--- src/rtl/fetch_unit_if.sv ---
// Instruction-memory request/acknowledge bus between the fetch stage and imem.
interface fetch_unit_if #(
    parameter int XLEN = 32
);
    logic            req;
    logic [XLEN-1:0] addr;
    logic            ack;
    logic [XLEN-1:0] rdata;

    modport master (output req, addr, input ack, rdata);
    modport slave  (input req, addr, output ack, rdata);
endinterface

--- src/rtl/fetch_unit.sv ---
// Instruction fetch stage: owns the PC, fetches over a variable-latency imem bus and splits fields.
// Optional perf counters (retired_cnt, stall_cnt) are built only when FETCH_PERF_CNT_EN is defined.
module fetch_unit #(
    parameter logic [31:0] RESET_PC = 32'h0000_0000,
    parameter int          XLEN     = 32
) (
    input  logic            clk,
    input  logic            rst,
    fetch_unit_if.master    imem,
    output logic            inst_valid,
    output logic [XLEN-1:0] inst,
    output logic [6:0]      op,
    output logic [2:0]      func3,
    output logic [6:0]      func7,
    output logic [4:0]      rd,
    output logic [4:0]      rs1,
    output logic [4:0]      rs2,
    output logic [XLEN-1:0] pc,
    output logic [XLEN-1:0] pc_plus4,
    input  logic            inst_done,
    input  logic [1:0]      pcsel,
    input  logic [XLEN-1:0] imm,
    input  logic [XLEN-1:0] alu_result,
    output logic            fault,
    output logic [31:0]     retired_cnt,
    output logic [31:0]     stall_cnt
);
    typedef enum logic [1:0] {IDLE, REQ, VALID, FAULT} state_t;

    state_t          state, state_nxt;
    logic [XLEN-1:0] pc_q, pc_nxt;
    logic [XLEN-1:0] inst_q, inst_nxt;
    logic [XLEN-1:0] target;
    logic            retire;

    always_comb begin
        target = pc_q + XLEN'(4);
        case (pcsel)
            2'b00:   target = pc_q + XLEN'(4);
            2'b01:   target = pc_q + imm;
            2'b10:   target = {alu_result[XLEN-1:1], 1'b0};
            default: target = pc_q;
        endcase
    end

    always_comb begin
        state_nxt = state;
        pc_nxt    = pc_q;
        inst_nxt  = inst_q;
        retire    = 1'b0;
        imem.req  = 1'b0;
        case (state)
            IDLE: state_nxt = REQ;
            REQ: begin
                imem.req = 1'b1;
                if (imem.ack) begin
                    inst_nxt  = imem.rdata;
                    state_nxt = VALID;
                end
            end
            VALID: begin
                if (inst_done) begin
                    // A misaligned target traps without moving the PC, so the offender stays visible.
                    if (target[1:0] != 2'b00) begin
                        state_nxt = FAULT;
                    end else begin
                        pc_nxt    = target;
                        retire    = 1'b1;
                        state_nxt = REQ;
                    end
                end
            end
            default: state_nxt = FAULT;
        endcase
    end

    always_ff @(posedge clk) begin
        if (rst) begin
            state  <= IDLE;
            pc_q   <= RESET_PC[XLEN-1:0];
            inst_q <= '0;
        end else begin
            state  <= state_nxt;
            pc_q   <= pc_nxt;
            inst_q <= inst_nxt;
        end
    end

    assign imem.addr  = pc_q;
    assign inst_valid = (state == VALID);
    assign fault      = (state == FAULT);
    assign inst       = inst_q;
    assign pc         = pc_q;
    assign pc_plus4   = pc_q + XLEN'(4);
    assign op         = inst_q[6:0];
    assign rd         = inst_q[11:7];
    assign func3      = inst_q[14:12];
    assign rs1        = inst_q[19:15];
    assign rs2        = inst_q[24:20];
    assign func7      = inst_q[31:25];

`ifdef FETCH_PERF_CNT_EN
    logic [31:0] retired_q, stall_q;

    always_ff @(posedge clk) begin
        if (rst) begin
            retired_q <= '0;
            stall_q   <= '0;
        end else begin
            if (retire)
                retired_q <= retired_q + 32'd1;
            if (state == REQ && !imem.ack)
                stall_q <= stall_q + 32'd1;
        end
    end

    assign retired_cnt = retired_q;
    assign stall_cnt   = stall_q;
`else
    assign retired_cnt = 32'd0;
    assign stall_cnt   = 32'd0;
`endif
endmodule

--- src/flat_wrapper.sv ---
// flat-port wrapper written by rule: the top's interface ports become plain ports
module fetch_unit_flat 
#(
    parameter logic [31:0] RESET_PC = 32'h0000_0000,
    parameter int          XLEN     = 32
)
  (clk, rst, inst_valid, inst, op, func3, func7, rd, rs1, rs2, pc, pc_plus4, inst_done, pcsel, imm, alu_result, fault, retired_cnt, stall_cnt, imem_req, imem_addr, imem_ack, imem_rdata);
  fetch_unit_if #(.XLEN(XLEN)) imem_i ();
  input  logic clk;
  input  logic rst;
  output logic inst_valid;
  output logic [XLEN-1:0] inst;
  output logic [6:0] op;
  output logic [2:0] func3;
  output logic [6:0] func7;
  output logic [4:0] rd;
  output logic [4:0] rs1;
  output logic [4:0] rs2;
  output logic [XLEN-1:0] pc;
  output logic [XLEN-1:0] pc_plus4;
  input  logic inst_done;
  input  logic [1:0] pcsel;
  input  logic [XLEN-1:0] imm;
  input  logic [XLEN-1:0] alu_result;
  output logic fault;
  output logic [31:0] retired_cnt;
  output logic [31:0] stall_cnt;
  output wire logic [$bits(imem_i.req)-1:0] imem_req;
  output wire logic [$bits(imem_i.addr)-1:0] imem_addr;
  input wire logic [$bits(imem_i.ack)-1:0] imem_ack;
  input wire logic [$bits(imem_i.rdata)-1:0] imem_rdata;
  assign imem_req = imem_i.req;
  assign imem_addr = imem_i.addr;
  assign imem_i.ack = imem_ack;
  assign imem_i.rdata = imem_rdata;
  fetch_unit #(.RESET_PC(RESET_PC), .XLEN(XLEN)) u_core (.clk(clk), .rst(rst), .imem(imem_i), .inst_valid(inst_valid), .inst(inst), .op(op), .func3(func3), .func7(func7), .rd(rd), .rs1(rs1), .rs2(rs2), .pc(pc), .pc_plus4(pc_plus4), .inst_done(inst_done), .pcsel(pcsel), .imm(imm), .alu_result(alu_result), .fault(fault), .retired_cnt(retired_cnt), .stall_cnt(stall_cnt));
endmodule
--- config.mk ---
export PLATFORM = sky130hd
export DESIGN_NAME = fetch_unit_flat
export DESIGN_NICKNAME = d
export VERILOG_FILES = /design/src/rtl/fetch_unit_if.sv /design/src/rtl/fetch_unit.sv /design/src/flat_wrapper.sv
export SDC_FILE = /design/constraint.sdc
export NUM_CORES = 1
export LEC_CHECK = 0
export BUFFER_PORTS_ARGS = -buffer_cell sky130_fd_sc_hd__buf_4
export CORE_AREA = 2 2 128 130
export DETAILED_ROUTE_END_ITERATION = 7
export DIE_AREA = 0 0 130 132
export PLACE_DENSITY_LB_ADDON = 0.25
export RECOVER_POWER = 50
export REMOVE_ABC_BUFFERS = 1
export SLEW_MARGIN = 20
export SYNTH_ARGS = -nofsm -noshare
export SYNTH_HDL_FRONTEND = slang
export SYNTH_SLANG_ARGS = --single-unit
--- constraint.sdc ---
create_clock -name clk -period 3.3 [get_ports clk]
set_input_delay 0.33 -clock clk [delete_from_list [all_inputs] [get_ports clk]]
set_output_delay 0.33 -clock clk [all_outputs]
set_load 0.05 [all_outputs]
* Word-level counts from Yosys, hierarchy flattened
Index checks and enable logic that the tools add are counted.
** Word-level totals
- Register bits :: 66
- Input port bits :: 102
- Output and inout port bits :: 227
** Operators by class
- $add $sub $neg :: 2
- Eq/ne operators :: 7
- Muxes and demuxes :: 6
- Bitwise operators :: 1
- Reductions and logical operators :: 8
** Operators with widths (number)
- 32-bit case mux with 3 select lines :: 1
- 32-bit by 3-bit adder with 32-bit output (second input constant) :: 1
- 32-bit adder :: 1
- 2-bit == test (second input constant) :: 3
- 2-bit 2-to-1 mux :: 3
- 2-bit case mux with 3 select lines :: 1
- 2-bit by 1-bit == test with 1-bit output (second input constant) :: 2
- 2-bit zero test :: 2
- 2-bit AND reduction :: 2
- 4-bit AND reduction :: 1
- 3-bit AND reduction :: 1
- 3-bit nonzero test :: 1
- 2-bit by 1-bit != test with 1-bit output (second input constant) :: 1
- 2-bit != test (second input constant) :: 1
- 2-bit nonzero test :: 1
- 1-bit 2-to-1 mux :: 1
- 1-bit inverter :: 1

* Logic depth before layout (Yosys ltp)
Gate-level depths: netlist of the first run.
- Depth in word-level cells :: 6
- Depth in mapped cells :: 11
- Gate-level depth less buffers :: 11

* Least setup slack after synthesis of the first run
Ideal clock, no wire load.
- Kind :: register to register
- Start point :: register u_core.pc_q[2], in the netlist u_core.imem.addr[2]
- End point :: register u_core.pc_q[26], in the netlist u_core.imem.addr[26]
- Arrival :: 3190 ps
- Required time :: 3230 ps
- Slack :: 40 ps
- Stages on the path, launching flop included :: 10
- Buffers on the path :: 0
- Path through :: dfxtp_1 > ha_1 > nand3_2 > nor4_2 > and2b_2 > nand3_1 > xnor2_1 > a21oi_1 > o21ai_0 > o2bb2ai_1
** Between the ends
- Cells in the longest elaborated chain, start to end :: 2
** RTL lines
- start: declaration :: RTL line fetch_unit.sv:31 : logic [XLEN-1:0] pc_q, pc_nxt;
- start signal: assignment :: RTL line fetch_unit.sv:80 : pc_q <= RESET_PC[XLEN-1:0];
- start signal: assignment :: RTL line fetch_unit.sv:84 : pc_q <= pc_nxt;
- 32-bit by 3-bit adder with 32-bit output
- via pc_plus4[26] :: RTL line flat_wrapper.sv:20 : output logic [XLEN-1:0] pc_plus4;
- 32-bit case mux with 3 select lines :: RTL line fetch_unit.sv:38 : case (pcsel)
The timed path passes the listed nets, and every way through them passes these cells.
A chain may end at the register's enable or synchronous reset.

* Final worst setup path of the first run
- Start point :: register u_core.pc_q[4], in the netlist u_core.imem.addr[4]
- End point :: output port pc_plus4[27]
** Between the ends
- Cells in the longest elaborated chain, start to end :: 1
** RTL lines
- 32-bit by 3-bit adder with 32-bit output :: RTL line fetch_unit.sv:94 : assign pc_plus4 = pc_q + XLEN'(4);
- end: declaration :: RTL line flat_wrapper.sv:20
No other way between the ends.

==> impl_table.tex, run 1 <==
\begin{tabular}{lr}
\hline
Metric & Value \\
\hline
\multicolumn{2}{l}{\textbf{Status}} \\
Run status & complete, but fails checks \\
Violated checks & capacitance limit, slew limit \\
\multicolumn{2}{l}{\textbf{Worst setup path}} \\
Flop2flop setup slack & approximately 0.4 ns \\
End of the worst register-to-register path & u\_core.imem.addr[24] \\
Sort of element at the end of the critical path & output pin \\
Path depth of the worst reg2reg path & 11 \\
Req. time, crit path & 2.97 ns \\
Launch point of the critical path & u\_core.imem.addr[4] \\
Launch point of the worst reg-to-reg path & u\_core.imem.addr[0] \\
Arrival time of data at the critical path endpoint & roughly 2.7 ns \\
Critical path destination & pc\_plus4[27] \\
Maximum fanout along the worst path & 8 \\
Sort of element at the start of the critical path & flop \\
Type of the worst setup path & flop to output pin \\
\multicolumn{2}{l}{\textbf{Placement}} \\
Gp weighted congestion & about 0.86 \\
I/O Buffers & $\sim$260 \\
Total instance count after detailed placement & 1173 \\
Detailed-placement wirelength estimate & 14.88 mm \\
\multicolumn{2}{l}{\textbf{Yosys}} \\
Dominant synthesized flop cell & sky130\_fd\_sc\_hd\_\_dfxtp\_1 \\
Post-synthesis average cell area & around 7.7 um\^{}2 \\
Proportion of register bits with asynchronous set or reset after synthesis & 0\% \\
Count of mapped cells out of synthesis & between 700 and 800 \\
Library cell with the highest instance count after synthesis & sky130\_fd\_sc\_hd\_\_buf\_4 \\
Cell type contributing the most total cell area after synthesis & sky130\_fd\_sc\_hd\_\_dfxtp\_1 \\
Total of warnings raised by yosys & 0 \\
Cell types with the highest counts after synthesis & sky130\_fd\_sc\_hd\_\_buf\_4 (131), sky130\_fd\_sc\_hd\_\_nand2\_1 (104), sky130\_fd\_sc\_hd\_\_a21oi\_1 (79) \\
Number of synthesized flops with an enable pin & 0 \\
Top area cells in the synthesized netlist & sky130\_fd\_sc\_hd\_\_dfxtp\_1 (22\%), sky130\_fd\_sc\_hd\_\_buf\_4 (16\%), sky130\_fd\_sc\_hd\_\_ha\_1 (6.7\%) \\
Yosys reg bits & 66 \\
Area share of the leading cell type in the synthesized netlist & 22.08\% \\
Share of the yosys chip area belonging to registers & 22.08\% \\
Netlist Area Pre-Place & about 6000 um\^{}2 \\
Unique masters post-synth & 71 \\
\multicolumn{2}{l}{\textbf{STA}} \\
Fraction of the cycle the final worst path needs & 92.11\% \\
Unrepaired setup endpoints after global routing & no \\
Clock period minus final worst setup slack & approximately 3 ns \\
Worst Max-Slew Pin Slew & about 1.6 ns \\
Final Setup Violations & 0 \\
Fin. max-slew vios & 69 \\
Maximum operating frequency & about 330 MHz \\
Final Hold Viols & 0 \\
Worst-case clock skew & roughly 0.008 ns \\
Remaining max-slew budget at the tightest pin & -4.482\% \\
\multicolumn{2}{l}{\textbf{Final layout}} \\
Net total in the final layout & 1103 \\
Ratio of cells with drive above 1 in the final layout & between 20\% and 30\% \\
Number of non-filler instances in the completed layout & $\sim$1200 \\
Final cell utilization of the core & a little under half \\
Area growth, synth to finish & 22.81\% \\
Antenna diode count & 0 \\
\multicolumn{2}{l}{\textbf{Route}} \\
WL/cell & 16.46 um \\
Detailed-routing iteration count for the pre-antenna-repair pass & 4 \\
Post-detailed-routing wire length & between 15 and 20 mm \\
Antenna Nets Post-Route & 0 \\
Ratio of routed vias to standard cells & $\sim$5 \\
Vias after detailed routing & around 6000 \\
Initial DRC Count & 271 \\
DRC errors left & 0 \\
\multicolumn{2}{l}{\textbf{Min path}} \\
Hold/Removal Path Class & primary input to flop \\
\multicolumn{2}{l}{\textbf{CTS}} \\
Later-pin clock latency in the skew report & between 0.3 and 0.4 ns \\
CTS resizes & 0 \\
Number of hold buffers added after cts & 0 \\
Cts bufs inserted & 9 \\
Largest buffer count on any clock path & 2 \\
CTS Root Buffer Type & sky130\_fd\_sc\_hd\_\_clkbuf\_16 \\
Clock tree from TritonCTS & yes \\
CTS HTree Levels & 3 \\
Buffers inserted during post-CTS setup optimization & 0 \\
Sink count of the clock tree & 66 \\
CTS clk-pin slew, worst paths & approximately 0.060 ns \\
\multicolumn{2}{l}{\textbf{Power and ir drop}} \\
Maximum resistive drop on vdd & about 0.23 mV \\
Logic pwr share & a little under a third \\
Clock network power share & approximately 36\% \\
Switching power as a share of total power & 38.92\% \\
P per Cell Area & about 370 nW/um\^{}2 \\
Leakage Power & around 0.0032 uW \\
Power share of the sequential group & a little under a third \\
Internal power & between 1500 and 2000 uW \\
Post-route total power & between 2000 and 3000 uW \\
Net load switching power & 1058 uW \\
\multicolumn{2}{l}{\textbf{Global route}} \\
Number of antenna violations at the first check in global routing & 0 \\
Wire length of the first global-routing pass & around 30 mm \\
Via count of the first global-routing pass & 5586 \\
Residual overflow from global routing & 0 \\
Maximum number of pins on one net before global-route repair & between 60 and 70 \\
All-Layer GR Usage & a little over a fifth \\
\multicolumn{2}{l}{\textbf{Job}} \\
Max cap viols & 1 \\
\multicolumn{2}{l}{\textbf{Floorplanning}} \\
DIE AREA & approximately 17000 um\^{}2 \\
Starting utilization of the core area & 38.09\% \\
Die extent in y & approximately 130 um \\
I/O Pins & $\sim$330 \\
Number of rows created at floorplan & 46 \\
Die width & 130 um \\
Area of the core & between 15000 and 20000 um\^{}2 \\
\hline
\end{tabular}
registers in the layout, indices dropped and copies added, names as in the netlist:
name and cells:
u_core.imem.addr 32, u_core.inst 32, u_core.state 2
kinds of logic after synthesis:
group	share of synthesized area, %
DFF	22.08
adders and majority gates	7.025
xor gates and xnor gates	8.300
and+or+nand+nor	18.57
AOI/OAI and AO/OA	21.47
buffers and inverters	19.38
muxes	3.115
other	0.06266
routing by layer:
metal | share of wire [%] | wire, um | up-vias | GRT usage [%]
met1 | 42 | 8157 | 2758 | 26.81
met2 | 48 | 9446 | 270 | 37.55
met5 | 0 | 0 | - | 0
met4 | 2.1 | 412 | 0 | 8.005
met3 | 7.9 | 1555 | 26 | 4.545
li1 | - | - | 2903 | -
through the flow:
stage / TNS [ns] / cell area (um^2) / worst slack, ns / hold WS [ns]
finish: 0 / 7350 / 0.2604 / 0.2382
global route: 0 / 7350 / 0.08381 / 0.2330
CTS: 0 / 7776 / 0.1867 / 0.2257
detailed placement: 0 / 7471 / 0.4615 / 0.4646
global placement: 0 / 7471 / 0.4570 / 0.4590
floorplan: -16.01 / 5121 / -0.6586 / 0.3979
worst min path at each step:
| stage | start | endpoint | cells after the start |
|---|---|---|---|
| after floorplan | rst | u_core.imem.addr[30] | 1 |
| after global placement | u_core.inst[0] | u_core.inst[0] | 2 |
| after detailed placement | u_core.inst[15] | u_core.inst[15] | 2 |
| after CTS | imem_rdata[3] | u_core.inst[3] | 3 |
| after global routing | imem_rdata[31] | u_core.inst[31] | 3 |
| final | imem_rdata[3] | u_core.inst[3] | 3 |
final cells by class:
type                    instances  area (um^2)
clock buffers                  10        239.0
repair buffers                275         1650
well taps                     216        270.3
flip-flops and latches         66         1321
inverters                      16        60.06
multi-input cells             600         3742
fillers                      1760         8363
clock inverters                 6        66.31
placed cells by master, fill, tap and decap left out, types with 3 or more instances in the layout:
cell type,n
sky130_fd_sc_hd__nor2b_1,4
sky130_fd_sc_hd__xnor2_1,36
sky130_fd_sc_hd__o21ai_0,21
sky130_fd_sc_hd__a211oi_1,9
sky130_fd_sc_hd__nor3b_1,3
sky130_fd_sc_hd__o22ai_1,5
sky130_fd_sc_hd__clkinvlp_4,3
sky130_fd_sc_hd__ha_1,32
sky130_fd_sc_hd__o31ai_1,3
sky130_fd_sc_hd__buf_4,160
sky130_fd_sc_hd__nand4_1,8
sky130_fd_sc_hd__a2111oi_0,4
sky130_fd_sc_hd__and4_1,3
sky130_fd_sc_hd__nand2b_1,4
sky130_fd_sc_hd__inv_1,14
sky130_fd_sc_hd__conb_1,64
sky130_fd_sc_hd__a311oi_1,3
sky130_fd_sc_hd__o21ai_1,8
sky130_fd_sc_hd__clkbuf_1,113
sky130_fd_sc_hd__mux2_2,5
sky130_fd_sc_hd__o21a_1,4
sky130_fd_sc_hd__a21oi_2,4
sky130_fd_sc_hd__xor2_1,17
sky130_fd_sc_hd__o221ai_1,6
sky130_fd_sc_hd__o21bai_1,10
sky130_fd_sc_hd__clkbuf_16,9
sky130_fd_sc_hd__nand2_1,104
sky130_fd_sc_hd__nand3_1,20
sky130_fd_sc_hd__dfxtp_1,66
sky130_fd_sc_hd__nand3_2,4
sky130_fd_sc_hd__and3_1,3
sky130_fd_sc_hd__a31oi_1,4
sky130_fd_sc_hd__nor3_1,8
sky130_fd_sc_hd__a21oi_1,79
sky130_fd_sc_hd__a21o_1,10
sky130_fd_sc_hd__nor2_1,60
sky130_fd_sc_hd__mux2i_1,13
worst max-delay path, stage by stage, from the launching register on:
cell	delay, ns
sky130_fd_sc_hd__dfxtp_1	0.49
sky130_fd_sc_hd__and3_1	0.30
sky130_fd_sc_hd__nand4_1	0.47
sky130_fd_sc_hd__nor4_4	0.46
sky130_fd_sc_hd__nand2_1	0.12
sky130_fd_sc_hd__xnor2_1	0.27
sky130_fd_sc_hd__buf_4	0.26
power groups by stage:
stage                     clock, uW  combinational [uW]  sequential [uW]
after floorplan                   0                 424             1070
after global placement            0                 904              881
after detailed placement          0                 906              882
after CTS                      1010                 910              864
after global routing           1050                 918              868
final                           989                 865              863
(Power assumes the default switching activity.)
==> inputs of run 2 (changes only) <==
--- a/config.mk
+++ b/config.mk
@@ -9,6 +9,8 @@
 export CORE_AREA = 2 2 128 130
 export DETAILED_ROUTE_END_ITERATION = 7
 export DIE_AREA = 0 0 130 132
+export HOLD_SLACK_MARGIN = 0.08
+export MAX_ROUTING_LAYER = met4
 export PLACE_DENSITY_LB_ADDON = 0.25
 export RECOVER_POWER = 50
 export REMOVE_ABC_BUFFERS = 1
==> impl_table.tex, run 2 (synthesis results as in run 1) <==
\begin{tabular}{lr}
\hline
Metric & Value \\
\hline
\multicolumn{2}{l}{\textbf{Floorplanning}} \\
I/O Pins & 329 (unchanged) \\
Die width & 130 um (unchanged) \\
Die extent in y & 132 um (unchanged) \\
Starting utilization of the core area & 38.09\% (unchanged) \\
Area of the core & 15710 um\^{}2 (unchanged) \\
DIE AREA & 17160 um\^{}2 (unchanged) \\
Number of rows created at floorplan & 46 (unchanged) \\
\multicolumn{2}{l}{\textbf{CTS}} \\
Buffers inserted during post-CTS setup optimization & 0 (unchanged) \\
Clock tree from TritonCTS & yes (unchanged) \\
CTS clk-pin slew, worst paths & 0.06 ns (about the same) \\
Largest buffer count on any clock path & 2 (unchanged) \\
Later-pin clock latency in the skew report & 0.34 ns (about the same) \\
Sink count of the clock tree & 66 (unchanged) \\
CTS Root Buffer Type & sky130\_fd\_sc\_hd\_\_clkbuf\_16 (unchanged) \\
CTS HTree Levels & 3 (unchanged) \\
Cts bufs inserted & 9 (unchanged) \\
CTS resizes & 0 (unchanged) \\
Number of hold buffers added after cts & 0 (unchanged) \\
\multicolumn{2}{l}{\textbf{Final layout}} \\
Net total in the final layout & 1103 (unchanged) \\
Ratio of cells with drive above 1 in the final layout & 21.89\% (unchanged) \\
Most common cell after layout, fill and taps aside & sky130\_fd\_sc\_hd\_\_buf\_4 (unchanged) \\
Antenna diode count & 0 (unchanged) \\
Fill cells & 1759 (was 1760) \\
Number of non-filler instances in the completed layout & 1189 (unchanged) \\
Top library cells by usage in the layout, fill and taps aside & sky130\_fd\_sc\_hd\_\_buf\_4 (160), sky130\_fd\_sc\_hd\_\_clkbuf\_1 (113), sky130\_fd\_sc\_hd\_\_nand2\_1 (104), sky130\_fd\_sc\_hd\_\_a21oi\_1 (79), sky130\_fd\_sc\_hd\_\_dfxtp\_1 (66) (unchanged) \\
Area growth, synth to finish & 22.81\% (unchanged) \\
\multicolumn{2}{l}{\textbf{Route}} \\
Initial DRC Count & 260 (was 271) \\
Antenna Nets Post-Route & 0 (unchanged) \\
Post-detailed-routing wire length & 19.57 mm (about the same) \\
Vias after detailed routing & 5958 (was 5957) \\
WL/cell & 16.46 um (about the same) \\
Detailed-routing iteration count for the pre-antenna-repair pass & 4 (unchanged) \\
DRC errors left & 0 (unchanged) \\
Ratio of routed vias to standard cells & 5.011 (was 5.010) \\
\multicolumn{2}{l}{\textbf{STA}} \\
Worst path setup slack after routing & 0.2592 ns (was 0.2604 ns) \\
Clock period minus final worst setup slack & 3.041 ns (was 3.040 ns) \\
Remaining max-slew budget at the tightest pin & -3.567\% (was -4.482\%) \\
Worst Max-Slew Pin Slew & 1.554 ns (was 1.567 ns) \\
Maximum operating frequency & 328.9 MHz (was 329.0 MHz) \\
Fraction of the cycle the final worst path needs & 92.15\% (was 92.11\%) \\
Post-Route Setup TNS & 0 ns (unchanged) \\
Unrepaired setup endpoints after global routing & no (unchanged) \\
Final Setup Violations & 0 (unchanged) \\
Final Hold Viols & 0 (unchanged) \\
Worst-case clock skew & 0.01176 ns (was 0.007825 ns) \\
Fin. max-slew vios & 69 (unchanged) \\
\multicolumn{2}{l}{\textbf{Global route}} \\
Via count of the first global-routing pass & 5574 (was 5586) \\
Maximum number of pins on one net before global-route repair & 69 (unchanged) \\
Number of antenna violations at the first check in global routing & 0 (unchanged) \\
All-Layer GR Usage & 22.54\% (was 21.91\%) \\
Wire length of the first global-routing pass & 29.51 mm (was 29.50 mm) \\
Residual overflow from global routing & 0 (unchanged) \\
\multicolumn{2}{l}{\textbf{Placement}} \\
I/O Buffers & 263 (unchanged) \\
Dpl ws & 0.4615 ns (unchanged) \\
Total instance count after detailed placement & 1173 (unchanged) \\
Detailed-placement wirelength estimate & 14.88 mm (unchanged) \\
Gp weighted congestion & 0.8768 (was 0.8628) \\
\multicolumn{2}{l}{\textbf{Min path}} \\
Cell count of the worst hold path & 3 (unchanged) \\
Source of the worst hold timing path & imem\_rdata[3] (unchanged) \\
Hold/Removal Path Class & primary input to flop (unchanged) \\
\multicolumn{2}{l}{\textbf{Worst setup path}} \\
Maximum fanout along the worst path & 8 (unchanged) \\
Launch point of the worst reg-to-reg path & u\_core.imem.addr[0] (unchanged) \\
WP depth & 6 (unchanged) \\
Sort of element at the end of the critical path & output pin (unchanged) \\
Maximum cell stage delay along the critical path & 0.49 ns (about the same) \\
Critical path cell sequence & and3\_1 > nand4\_1 > nor4\_4 > nand2\_1 > xnor2\_1 > buf\_4 (unchanged) \\
Path depth of the worst reg2reg path & 11 (unchanged) \\
Arrival time of data at the critical path endpoint & 2.71 ns (about the same) \\
CP top delay family & simple AND/OR/NAND/NOR gates (unchanged) \\
Req. time, crit path & 2.97 ns (about the same) \\
Cell type of the slowest stage on the worst timing path & sky130\_fd\_sc\_hd\_\_dfxtp\_1 (unchanged) \\
Type of the worst setup path & flop to output pin (unchanged) \\
Sort of element at the start of the critical path & flop (unchanged) \\
Buffers and inverters on the worst path & 1 (unchanged) \\
Launch point of the critical path & u\_core.imem.addr[4] (unchanged) \\
\multicolumn{2}{l}{\textbf{Power and ir drop}} \\
Leakage Power & 0.003196 uW (unchanged) \\
Maximum resistive drop on vdd & 0.2274 mV (was 0.2291 mV) \\
P per Cell Area & 369.9 nW/um\^{}2 (was 369.7 nW/um\^{}2) \\
\multicolumn{2}{l}{\textbf{Job}} \\
Max cap viols & 1 (unchanged) \\
\multicolumn{2}{l}{\textbf{Status}} \\
Run status & complete, but fails checks (unchanged) \\
Violated checks & capacitance limit, slew limit (unchanged) \\
\hline
\end{tabular}
[run 2: cell counts in the layout (fill, tap and decap cells not counted)]
No cell type changed its count.
[run 2: worst paths after layout]
path | end | slack [ns]
worst max-delay path | pc_plus4[27] | 0.26
worst min-delay path | u_core.inst[3] | 0.24
worst max register to register | u_core.imem.addr[24] | 0.41
worst min register to register | u_core.inst[15] | 0.47
[run 2: worst reg2reg max path: stages (launching register included)]
cell,delay [ns]
sky130_fd_sc_hd__dfxtp_1,0.43
sky130_fd_sc_hd__ha_1,0.22
sky130_fd_sc_hd__fa_1,0.22
sky130_fd_sc_hd__a21oi_1,0.10
sky130_fd_sc_hd__o21ai_1,0.33
sky130_fd_sc_hd__a21oi_1,0.18
sky130_fd_sc_hd__o31a_1,0.32
sky130_fd_sc_hd__o21ai_1,0.21
sky130_fd_sc_hd__a21oi_1,0.13
sky130_fd_sc_hd__o31ai_1,0.38
sky130_fd_sc_hd__mux2i_1,0.23
sky130_fd_sc_hd__nand2_1,0.06
[run 2: final cells by class]
cell class,instances,area (um^2),area share [%]
Tap cell,216,270.3,3.677
Clock inverter,6,66.31,0.9023
Sequential cell,66,1321,17.98
Multi-Input combinational cell,600,3742,50.92
Clock buffer,10,239.0,3.252
Timing Repair Buffer,275,1650,22.45
Inverter,16,60.06,0.8172
[run 2: per-stage QoR]
| stage | hold WS, ns | utilization, % | total power [uW] | cell area (um^2) |
|---|---|---|---|---|
| floorplan | 0.3979 | - | 1490 | 5121 |
| global placement | 0.4590 | 47.55 | 1785 | 7471 |
| detailed placement | 0.4646 | 47.55 | 1788 | 7471 |
| CTS | 0.2257 | 49.49 | 2786 | 7776 |
| global route | 0.2342 | 46.78 | 2831 | 7350 |
| finish | 0.2392 | 46.78 | 2719 | 7350 |
[run 2: report_power, final]
part	switching, uW	internal, uW	leakage (uW)
sequential	35.5	827	0.000536
clock	385	605	0.000141
combinational	638	227	0.00252
[run 2: routing by layer]
layer	GRT usage (%)	up-vias	share of wire, %
met1	26.98	2749	42
met5	-	-	0
li1	-	2900	-
met4	7.826	0	2.1
met2	37.52	280	48
met3	4.383	29	7.9
==> inputs of run 3 (changes only) <==
--- a/config.mk
+++ b/config.mk
@@ -11,7 +11,7 @@
 export DIE_AREA = 0 0 130 132
 export HOLD_SLACK_MARGIN = 0.08
 export MAX_ROUTING_LAYER = met4
-export PLACE_DENSITY_LB_ADDON = 0.25
+export PLACE_DENSITY = 0.7
 export RECOVER_POWER = 50
 export REMOVE_ABC_BUFFERS = 1
 export SLEW_MARGIN = 20
==> impl_table.tex, run 3 (synthesis results as in run 1) <==
\begin{tabular}{lr}
\hline
Metric & Value \\
\hline
\multicolumn{2}{l}{\textbf{Worst setup path}} \\
Maximum fanout along the worst path & 10 (was 8) \\
Flop2flop setup slack & 0.36 ns (was 0.41 ns) \\
End of the worst register-to-register path & u\_core.imem.addr[24] (unchanged) \\
CP top delay family & simple AND/OR/NAND/NOR gates (unchanged) \\
Sort of element at the start of the critical path & flop (unchanged) \\
Path depth of the worst reg2reg path & 11 (unchanged) \\
Sort of element at the end of the critical path & output pin (unchanged) \\
WP depth & 7 (was 6) \\
Critical path destination & pc\_plus4[28] (was pc\_plus4[27]) \\
Maximum cell stage delay along the critical path & 0.55 ns (was 0.49 ns) \\
Arrival time of data at the critical path endpoint & 2.84 ns (was 2.71 ns) \\
Critical path cell sequence & ha\_1 > nand3\_2 > nor4\_2 > and2b\_2 > nand3\_1 > xnor2\_1 > buf\_4 (was and3\_1 > nand4\_1 > nor4\_4 > nand2\_1 > xnor2\_1 > buf\_4) \\
Req. time, crit path & 2.97 ns (about the same) \\
Buffers and inverters on the worst path & 1 (unchanged) \\
Launch point of the worst reg-to-reg path & u\_core.imem.addr[0] (unchanged) \\
Type of the worst setup path & flop to output pin (unchanged) \\
Cell type of the slowest stage on the worst timing path & sky130\_fd\_sc\_hd\_\_dfxtp\_1 (unchanged) \\
Launch point of the critical path & u\_core.imem.addr[2] (was u\_core.imem.addr[4]) \\
\multicolumn{2}{l}{\textbf{Route}} \\
WL/cell & 16.43 um (was 16.46 um) \\
Vias after detailed routing & 5854 (was 5958) \\
DRC errors left & 0 (unchanged) \\
Initial DRC Count & 250 (was 260) \\
Ratio of routed vias to standard cells & 4.928 (was 5.011) \\
Detailed-routing iteration count for the pre-antenna-repair pass & 4 (unchanged) \\
Post-detailed-routing wire length & 19.52 mm (was 19.57 mm) \\
Antenna Nets Post-Route & 0 (unchanged) \\
\multicolumn{2}{l}{\textbf{STA}} \\
Unrepaired setup endpoints after global routing & no (unchanged) \\
Final Hold Viols & 0 (unchanged) \\
Worst-case clock skew & 0.01443 ns (was 0.01176 ns) \\
Clock period minus final worst setup slack & 3.174 ns (was 3.041 ns) \\
Final Setup Violations & 0 (unchanged) \\
Maximum operating frequency & 315.1 MHz (was 328.9 MHz) \\
Fin. max-slew vios & 102 (was 69) \\
Worst Max-Slew Pin Slew & 1.787 ns (was 1.554 ns) \\
Worst path setup slack after routing & 0.1260 ns (was 0.2592 ns) \\
Fraction of the cycle the final worst path needs & 96.18\% (was 92.15\%) \\
Remaining max-slew budget at the tightest pin & -19.16\% (was -3.567\%) \\
\multicolumn{2}{l}{\textbf{Placement}} \\
Detailed-placement wirelength estimate & 14.95 mm (was 14.88 mm) \\
Dpl ws & 0.3720 ns (was 0.4615 ns) \\
Gp weighted congestion & 0.9140 (was 0.8768) \\
I/O Buffers & 263 (unchanged) \\
\multicolumn{2}{l}{\textbf{Global route}} \\
All-Layer GR Usage & 22.03\% (was 22.54\%) \\
Residual overflow from global routing & 0 (unchanged) \\
Wire length of the first global-routing pass & 28.92 mm (was 29.51 mm) \\
Maximum number of pins on one net before global-route repair & 69 (unchanged) \\
Via count of the first global-routing pass & 5356 (was 5574) \\
Number of antenna violations at the first check in global routing & 0 (unchanged) \\
\multicolumn{2}{l}{\textbf{CTS}} \\
CTS Root Buffer Type & sky130\_fd\_sc\_hd\_\_clkbuf\_16 (unchanged) \\
Cts bufs inserted & 9 (unchanged) \\
Buffers inserted during post-CTS setup optimization & 0 (unchanged) \\
CTS clk-pin slew, worst paths & 0.06 ns (about the same) \\
Later-pin clock latency in the skew report & 0.34 ns (about the same) \\
Number of hold buffers added after cts & 0 (unchanged) \\
Sink count of the clock tree & 66 (unchanged) \\
Largest buffer count on any clock path & 2 (unchanged) \\
CTS HTree Levels & 3 (unchanged) \\
Clock tree from TritonCTS & yes (unchanged) \\
CTS resizes & 0 (unchanged) \\
\multicolumn{2}{l}{\textbf{Floorplanning}} \\
Number of rows created at floorplan & 46 (unchanged) \\
Die extent in y & 132 um (unchanged) \\
Die width & 130 um (unchanged) \\
DIE AREA & 17160 um\^{}2 (unchanged) \\
Starting utilization of the core area & 38.09\% (unchanged) \\
I/O Pins & 329 (unchanged) \\
Area of the core & 15710 um\^{}2 (unchanged) \\
\multicolumn{2}{l}{\textbf{Final layout}} \\
Ratio of cells with drive above 1 in the final layout & 22.02\% (was 21.89\%) \\
Most common cell after layout, fill and taps aside & sky130\_fd\_sc\_hd\_\_buf\_4 (unchanged) \\
Top library cells by usage in the layout, fill and taps aside & sky130\_fd\_sc\_hd\_\_buf\_4 (163), sky130\_fd\_sc\_hd\_\_clkbuf\_1 (110), sky130\_fd\_sc\_hd\_\_nand2\_1 (104), sky130\_fd\_sc\_hd\_\_a21oi\_1 (79), sky130\_fd\_sc\_hd\_\_dfxtp\_1 (66) (was sky130\_fd\_sc\_hd\_\_buf\_4 (160), sky130\_fd\_sc\_hd\_\_clkbuf\_1 (113), sky130\_fd\_sc\_hd\_\_nand2\_1 (104), sky130\_fd\_sc\_hd\_\_a21oi\_1 (79), sky130\_fd\_sc\_hd\_\_dfxtp\_1 (66)) \\
Antenna diode count & 0 (unchanged) \\
Net total in the final layout & 1102 (was 1103) \\
Fill cells & 1706 (was 1759) \\
Area growth, synth to finish & 22.27\% (was 22.81\%) \\
\multicolumn{2}{l}{\textbf{Power and ir drop}} \\
Post-route total power & 2648 uW (was 2719 uW) \\
Maximum resistive drop on vdd & 0.2266 mV (was 0.2274 mV) \\
Leakage Power & 0.003195 uW (was 0.003196 uW) \\
P per Cell Area & 361.9 nW/um\^{}2 (was 369.9 nW/um\^{}2) \\
\multicolumn{2}{l}{\textbf{Min path}} \\
Hold/Removal Path Class & primary input to flop (unchanged) \\
Source of the worst hold timing path & imem\_rdata[5] (was imem\_rdata[3]) \\
\multicolumn{2}{l}{\textbf{Status}} \\
Run status & complete, but fails checks (unchanged) \\
Violated checks & capacitance limit, slew limit (unchanged) \\
\multicolumn{2}{l}{\textbf{Job}} \\
Max cap viols & 2 (was 1) \\
\hline
\end{tabular}
-- run 3: changes by cell type in the layout (fill, tap and decap cells not counted), sizes merged --
cell / change
clkbuf: -3
bufinv: -1
clkinv: +2
buf: +2
clkinvlp: -1
-- run 3: area by class of cell --
class / count / area [um^2] / share of cell area [%]
repair buffers: 274 / 1642 / 22.43
well taps: 216 / 270.3 / 3.694
multi-input cells: 600 / 3742 / 51.15
clock inverters: 6 / 42.54 / 0.5814
flip-flops and latches: 66 / 1321 / 18.06
inverters: 16 / 60.06 / 0.8208
clock buffers: 10 / 239.0 / 3.266
-- run 3: metal layers --
layer	GRT usage (%)	vias to the layer above	routed length (um)
met5	-	-	0
met4	6.571	0	307
met3	3.856	23	1499
met2	36.47	236	9409
met1	27.26	2699	8303
li1	-	2896	-
-- run 3: metrics by stage --
| stage | std cells | hold slack, ns | instance area [um^2] | utilization [%] | TNS [ns] |
|---|---|---|---|---|---|
| after floorplan | 682 | 0.3979 | 5121 | - | -16.01 |
| after global placement | 1172 | 0.4581 | 7451 | 47.42 | 0 |
| after detailed placement | 1172 | 0.4620 | 7451 | 47.42 | 0 |
| after CTS | 1188 | 0.2307 | 7732 | 49.21 | 0 |
| after global routing | 1188 | 0.2399 | 7317 | 46.57 | 0 |
| final | 1188 | 0.2432 | 7317 | 46.57 | 0 |
-- run 3: tightest hold or removal path, stage by stage --
cell	delay, ns
sky130_fd_sc_hd__buf_4	0.11
sky130_fd_sc_hd__nand2_1	0.04
sky130_fd_sc_hd__a21oi_1	0.05
-- run 3: power by group --
group,internal (uW),switching (uW),leakage (uW),total (uW)
combinational,227,639,0.00253,866
sequential,827,34.8,0.000536,862
clock,529,391,0.000134,920
total,1580,1060,0.00320,2650
-- run 3: worst min-delay path by stage --
stage	slack (ns)	end	depth (start not counted)
global placement	0.46	u_core.inst[30]	2
CTS	0.23	u_core.inst[0]	3
floorplan	0.40	u_core.imem.addr[30]	1
detailed placement	0.46	u_core.inst[28]	2
finish	0.24	u_core.inst[5]	3
global route	0.24	u_core.inst[1]	3
